--- config.mk ---
export PLATFORM = sky130hd
export DESIGN_NAME = dma_controller
export DESIGN_NICKNAME = d
export VERILOG_FILES = /design/src/rtl/dma_pkg.sv /design/src/rtl/dma_controller.sv
export SDC_FILE = /design/constraint.sdc
export NUM_CORES = 1
export LEC_CHECK = 0
export CAP_MARGIN = 20
export CORE_ASPECT_RATIO = 0.9
export CORE_UTILIZATION = 44
export DETAILED_ROUTE_END_ITERATION = 16
export PLACE_DENSITY = 0.87
export RECOVER_POWER = 50
export SYNTH_ARGS = -nofsm -noshare
export SYNTH_HDL_FRONTEND = slang
export SYNTH_SLANG_ARGS = --single-unit
--- constraint.sdc ---
create_clock -name clk -period 4 [get_ports clk]
set_clock_uncertainty 0.2 [all_clocks]
set_input_delay 0.8 -clock clk [delete_from_list [all_inputs] [get_ports clk]]
set_output_delay 0.8 -clock clk [all_outputs]
set_load 0.01 [all_outputs]
--- src/rtl/dma_pkg.sv ---
// Shared widths, step size and FSM encoding for the single-channel DMA engine.
package dma_pkg;

  localparam int ADDR_W     = 32;
  localparam int DATA_W     = 32;
  localparam int WORD_BYTES = 4;
  // Remaining-word counter only needs the word-index bits of a byte length.
  localparam int CNT_W      = ADDR_W - 2;

  typedef enum logic [1:0] {
    IDLE  = 2'd0,
    READ  = 2'd1,
    WRITE = 2'd2
  } state_t;

endpackage

--- src/rtl/dma_controller.sv ---
// Word-granular memory-to-accelerator copy engine: one memory read then one
// accelerator write per word, strictly sequential, started by a one-cycle strobe.
module dma_controller
  import dma_pkg::*;
(
  input  logic              clk,
  input  logic              reset,
  input  logic              start_transfer,
  input  logic [ADDR_W-1:0] src_addr,
  input  logic [ADDR_W-1:0] dest_addr,
  input  logic [ADDR_W-1:0] transfer_length,
  output logic              dma_busy,
  output logic [ADDR_W-1:0] mem_addr,
  output logic              mem_read,
  output logic              mem_write,
  input  logic [DATA_W-1:0] mem_data_in,
  output logic [DATA_W-1:0] mem_data_out,
  output logic [ADDR_W-1:0] acc_addr,
  output logic              acc_read,
  output logic              acc_write,
  input  logic [DATA_W-1:0] acc_data_in,
  output logic [DATA_W-1:0] acc_data_out
);

  state_t            state_reg, state_next;
  logic [ADDR_W-1:0] src_ptr_reg, src_ptr_next;
  logic [ADDR_W-1:0] dst_ptr_reg, dst_ptr_next;
  logic [CNT_W-1:0]  remaining_reg, remaining_next;
  logic [CNT_W-1:0]  word_count;

  // Byte length rounds down to whole words; the low two bits are dropped.
  assign word_count = transfer_length[ADDR_W-1:2];

  logic unused_inputs;
  assign unused_inputs = ^{acc_data_in, transfer_length[1:0]};

  always_ff @(posedge clk) begin
    if (reset) begin
      state_reg     <= IDLE;
      src_ptr_reg   <= '0;
      dst_ptr_reg   <= '0;
      remaining_reg <= '0;
    end else begin
      state_reg     <= state_next;
      src_ptr_reg   <= src_ptr_next;
      dst_ptr_reg   <= dst_ptr_next;
      remaining_reg <= remaining_next;
    end
  end

  always_comb begin
    state_next     = state_reg;
    src_ptr_next   = src_ptr_reg;
    dst_ptr_next   = dst_ptr_reg;
    remaining_next = remaining_reg;
    case (state_reg)
      IDLE: begin
        if (start_transfer && (word_count != '0)) begin
          src_ptr_next   = src_addr;
          dst_ptr_next   = dest_addr;
          remaining_next = word_count;
          state_next     = READ;
        end
      end
      READ: begin
        state_next = WRITE;
      end
      WRITE: begin
        // Pointers wrap modulo 2^32 and keep any misalignment of the start address.
        src_ptr_next   = src_ptr_reg + ADDR_W'(WORD_BYTES);
        dst_ptr_next   = dst_ptr_reg + ADDR_W'(WORD_BYTES);
        remaining_next = remaining_reg - CNT_W'(1);
        state_next     = (remaining_reg == CNT_W'(1)) ? IDLE : READ;
      end
      default: begin
        state_next = IDLE;
      end
    endcase
  end

  assign dma_busy     = (state_reg != IDLE);
  assign mem_read     = (state_reg == READ);
  assign acc_write    = (state_reg == WRITE);
  assign mem_addr     = src_ptr_reg;
  assign acc_addr     = dst_ptr_reg;
  assign mem_write    = 1'b0;
  assign mem_data_out = '0;
  assign acc_read     = 1'b0;
  // Read data from the previous cycle's memory access flows straight through.
  assign acc_data_out = (state_reg == WRITE) ? mem_data_in : '0;

endmodule

* Word-level counts from Yosys, hierarchy flattened
Index checks and enable logic that the tools add are counted.
Word-level totals: register bits after elaboration 96, logic and storage cells 27
Operators by class: add/subtract/negate cells 3, equal/unequal tests 4, mux-type cells 10, reductions and logical operators 6
Operators with widths (count):
- $pmux W32 S2 | 2
- $mux W32 | 3
- $add A32 B3 Y32 const B | 2
- $pmux W30 S2 | 1
- $eq A30 B1 Y1 const B | 1
- $mux W30 | 1
- $reduce_bool A30 Y1 | 1
- $sub A30 B1 Y30 const B | 1
- $pmux W2 S3 | 1
- $reduce_bool A2 Y1 | 2
- $eq A2 B1 Y1 const B | 1
- $eq A2 B2 Y1 const B | 1
- $logic_not A2 Y1 | 1
- $mux W2 | 1
- $ne A2 B2 Y1 const B | 1
- $reduce_and A2 Y1 | 1
- $logic_and A1 B1 Y1 | 1
- $mux W1 | 1

* Depth between registers and ports, before layout
word-level depth 4, depth in mapped cells 8, mapped depth without buffers 7

* Worst setup path after synthesis
Ideal clock, no wire load.
kind input to register, start in transfer_length[29], end reg dst_ptr_reg[13] (netlist: acc_addr[13]), setup time 115 ps, arrival 2226 ps, data required time 3685 ps, setup slack 1459 ps, cell stages on the path 7, buffers on the path 2, cell sequence nor4_1 and4_1 a21o_1 clkbuf_1 clkbuf_1 nor2_1 a2111oi_0
On the way: cells in the longest elaborated chain, start to end 4
RTL lines:
- start, declared | RTL line dma_controller.sv:11 | input logic [ADDR_W-1:0] transfer_length,
- $reduce_bool A30 Y1 | RTL line dma_controller.sv:58 | if (start_transfer && (word_count != '0)) begin
- $logic_and A1 B1 Y1 | RTL line dma_controller.sv:58
- $ne A2 B2 Y1 (no line)
- $reduce_and A2 Y1 (no line)
- end signal, assigned | RTL line dma_controller.sv:46 | dst_ptr_reg <= dst_ptr_next;
- end, declared | RTL line dma_controller.sv:27 | logic [ADDR_W-1:0] dst_ptr_reg, dst_ptr_next;
Every way passes these cells. A chain may end at the register's enable or synchronous reset.

* Worst setup path in the final report
start in transfer_length[25], end reg src_ptr_reg[25] (netlist: mem_addr[25])
On the way: cells in the longest elaborated chain, start to end 4
RTL lines:
- $reduce_bool A30 Y1 | RTL line dma_controller.sv:58
- $logic_and A1 B1 Y1 | RTL line dma_controller.sv:58
- $ne A2 B2 Y1 (no line)
- $reduce_and A2 Y1 (no line)
- end signal, assigned | RTL line dma_controller.sv:45 | src_ptr_reg <= src_ptr_next;
- end, declared | RTL line dma_controller.sv:26 | logic [ADDR_W-1:0] src_ptr_reg, src_ptr_next;
Every way passes these cells.

==> results by group <==
Finish
  • Reg area: 1920 µm²
  • Ant. Diodes: 0
  • Area delta synth->final: 43.9%
  • Number of fill cells in the layout: 1,104
  • Area occupied by multi-input gates: 3560 µm²
  • Layout cells sized above 1: 4.72%
  • Final Instance Count excl. Fillers: 1,117
  • Nets: 1,115

Synthesis
  • Post-synth EDFFs: 0
  • Top_reg_cell synth: dfxtp_1
  • Area contributors post-synth: dfxtp_1, nand3_1, a21oi_1
  • Mapped cell area: 5850 µm²
  • Synthesis Warnings: 0
  • Mean area per synthesized cell: just under 8 µm²
  • Async S/R FF share, synth: 0%
  • Synth Instances: 747
  • Yosys top cell area share: between 30 and 40%
  • Yosys top cell by area: dfxtp_1
  • Seq/Total Area, Yosys: roughly 33%
  • Distinct cells, synth: 57
  • Post-synthesis register bit count: 96

GRT
  • Initial antenna violation count: 0
  • GRT overflow: 0
  • Vias in the first global route: 6,189
  • Largest net degree at the start of global routing: 53
  • Total GRT Usage: 29.0%
  • Global-route wire length before repair: 31,700 µm

Timing
  • Unrepaired setup endpoints after global routing: no
  • Minimum clock period: 3.32 ns
  • Final hold vios: 0
  • TNS Setup: 0 ns
  • Highest clock rate: 301 MHz
  • Worst Slack Setup Final: 0.680 ns
  • Crit share post-route: between 80% and 90%
  • Worst Tran Pin Value: approximately 2.0 ns
  • Worst slew margin: -34.5%
  • Count of final setup violators: 0
  • Final Max Slew Viols: 42

Route
  • Drt via density: just over 6
  • Antenna Nets Post-Route: 0
  • Routed Wire Length: 20,300 µm
  • DRT iter0 DRCs: between 700 and 800
  • Via count: 6,854
  • Routed length per instance: 18.2 µm
  • TritonRoute pass-1 iters: 5
  • DR DRC count: 0

Power and ir drop
  • Max IR drop VDD: 0.000197 V
  • Power Density: 312 nW/µm²
  • Clock network power share: between 30% and 40%
  • Leak: 3.06 nW
  • Comb power frac: 25.3%
  • Int Power: 0.00181 W
  • Sw frac: a little under a third
  • Reg power frac: approximately 43%
  • Total power: roughly 0.0026 W
  • Sw power: 0.000818 W

Critical path
  • Max FO, Critical Path: 29
  • Buffers & Inverters on Critical Path: 2
  • Data arrival time of the critical path: 3.26 ns
  • Reg2Reg Launch Point: state_reg[1]$_SDFFE_PP0P_
  • CP Class: primary input to flop
  • Capturing point of the worst reg2reg path: acc_addr[26]$_SDFFE_PP0P_
  • Internal reg-to-reg setup slack: 1.25 ns
  • WP data required: ~3.9 ns
  • CP top delay family: buffers and inverters
  • Cell Chain, Critical Path: dlygate4sd3_1 > nor4_1 > and4_1 > a211o_1 > clkbuf_2 > a22o_1 > a21oi_1
  • Critical path's slowest cell: dlygate4sd3_1
  • Setup crit end kind: flop
  • Worst Setup Start Kind: primary input
  • Cells on worst reg2reg path: 6
  • Critical Path Max Stage Delay: 0.57 ns

Place
  • Post-placement cell count: 1,101
  • DPL Wire Length: 14,500 µm
  • Pre-CTS WS: 0.540 ns
  • Routability cong.: between 0.8 and 0.9
  • I/O Buffers: 227

Min path
  • Worst hold stages: 2
  • Hold WC Path Type: flop to flop
  • Hold Path End: acc_addr[0]$_SDFFE_PP0P_
  • Hold_sp: acc_addr[0]$_SDFFE_PP0P_

Floorplan
  • Row count: 39
  • Io pins: just under 300
  • Die area: approximately 14,000 µm²
  • CORE AREA: 12,800 µm²
  • Effective utilization at floorplan: 45.6%
  • Die Height: 111 µm
  • Die width: 124 µm

Status
  • Violated checks: capacitance limit, slew limit
  • Status: complete, but fails checks

Clock tree
  • CTS resizes: 0
  • Post-CTS setup buffers: 0
  • CTS Buffer Depth: 2
  • CTS Hold Bufs: 0
  • Root Buffer: clkbuf_16
  • H-tree level count: 3
  • Worst skew pair latency: 0.35 ns
  • Clock transition at the registers of the reported paths: around 0.070 ns
  • CTS Sinks: 96
  • Clock buffers created by TritonCTS: 9
  • CTS tree: yes

Job
  • Max-Cap Viols: 1
-- Yosys cell counts, types with 6 or more instances --
library cell / count
dfxtp_1: 96
nor3_1: 25
buf_1: 7
nand3_1: 55
clkbuf_1: 45
a32oi_1: 21
a221oi_1: 10
or4_1: 10
buf_4: 34
or3_1: 11
and3_1: 10
nor2_1: 33
and4_1: 9
nor4_1: 28
a211oi_1: 6
and2_1: 36
inv_1: 10
a2bb2oi_1: 6
xnor2_1: 7
xor2_1: 17
o211ai_1: 10
o21ai_0: 16
nand4_1: 25
a31oi_1: 19
nand2_1: 57
a2111oi_0: 7
a21oi_1: 54
o22ai_1: 20
-- layout make-up --
type                            instances  area share (%)
Multi-Input combinational cell        585            42.3
Inverter                               11           0.491
Timing Repair Buffer                  245            28.6
Clock buffer                           12            2.93
Clock inverter                          4           0.357
Sequential cell                        96            22.8
Tap cell                              164            2.44
-- logic make-up after synthesis --
group	Yosys count	synth area share (%)
AND/OR/NAND/NOR	317	29.7
buffers and inverters	99	8.58
AO/OA/AOI/OAI	206	24.4
flip-flops	96	32.9
XOR/XNOR	24	3.59
other	1	0.0641
adder cells (fa/ha/maj)	4	0.856
-- metrics by stage --
stage	hold WS, ns	util (%)	area, µm²
after floorplan	0.252	-	5970
after global placement	0.244	63.5	8150
after detailed placement	0.255	63.5	8150
after CTS	0.265	65.6	8420
after global routing	0.284	65.6	8420
final	0.257	65.6	8420
-- layout by cell type (no fill, tap or decap), types with 25 or more instances in the layout --
cell             instances
conb_1                  34
dlygate4sd3_1           67
nand3_1                 55
nand4_1                 25
nor2_1                  33
nand2_1                 57
clkdlybuf4s50_1        159
dfxtp_1                 96
a21oi_1                 53
nor4_1                  28
nor3_1                  25
and2_1                  36
-- metal layers --
layer  up-vias  track usage (%)  wire [µm]  share of wire, %
met5         -                0          0                 0
met2       392             45.0       9300                46
met1      3209             41.1       8760                43
li1       3218                -          -                 -
met4         0             8.35        302               1.5
met3        35             4.76       1950               9.6
-- power groups by stage --
stage | Combinational (W) | Clock, W | Sequential, W
global route | 0.000717 | 0.000861 | 0.00115
floorplan | 0.000341 | 0 | 0.00115
detailed placement | 0.000671 | 0 | 0.00116
CTS | 0.000676 | 0.000832 | 0.00114
finish | 0.000663 | 0.000824 | 0.00114
global placement | 0.000663 | 0 | 0.00115
-- how the worst max path moves through the flow --
stage | startpoint | endpoint | slack, ns | cells past startpoint
2_1_floorplan | transfer_length[29] | acc_addr[13]$_SDFFE_PP0P_ | 1.46 | 7
4_1_cts | state_reg[0]$_SDFFE_PP0P_ | acc_data_out[21] | 0.85 | 4
3_3_place_gp | transfer_length[25] | remaining_reg[7]$_SDFFE_PP0P_ | 0.61 | 7
6_report | transfer_length[25] | mem_addr[25]$_SDFFE_PP0P_ | 0.68 | 7
3_5_place_dp | transfer_length[25] | remaining_reg[10]$_SDFFE_PP0P_ | 0.54 | 7
5_1_grt | reset | acc_addr[19]$_SDFFE_PP0P_ | 0.56 | 4
-- tightest hold or removal path, stage by stage, from the launching register on --
cell and delay, ns:
dfxtp_1 0.31, nand2_1 0.05, a21oi_1 0.05
Power figures use the tool's default switching activity.
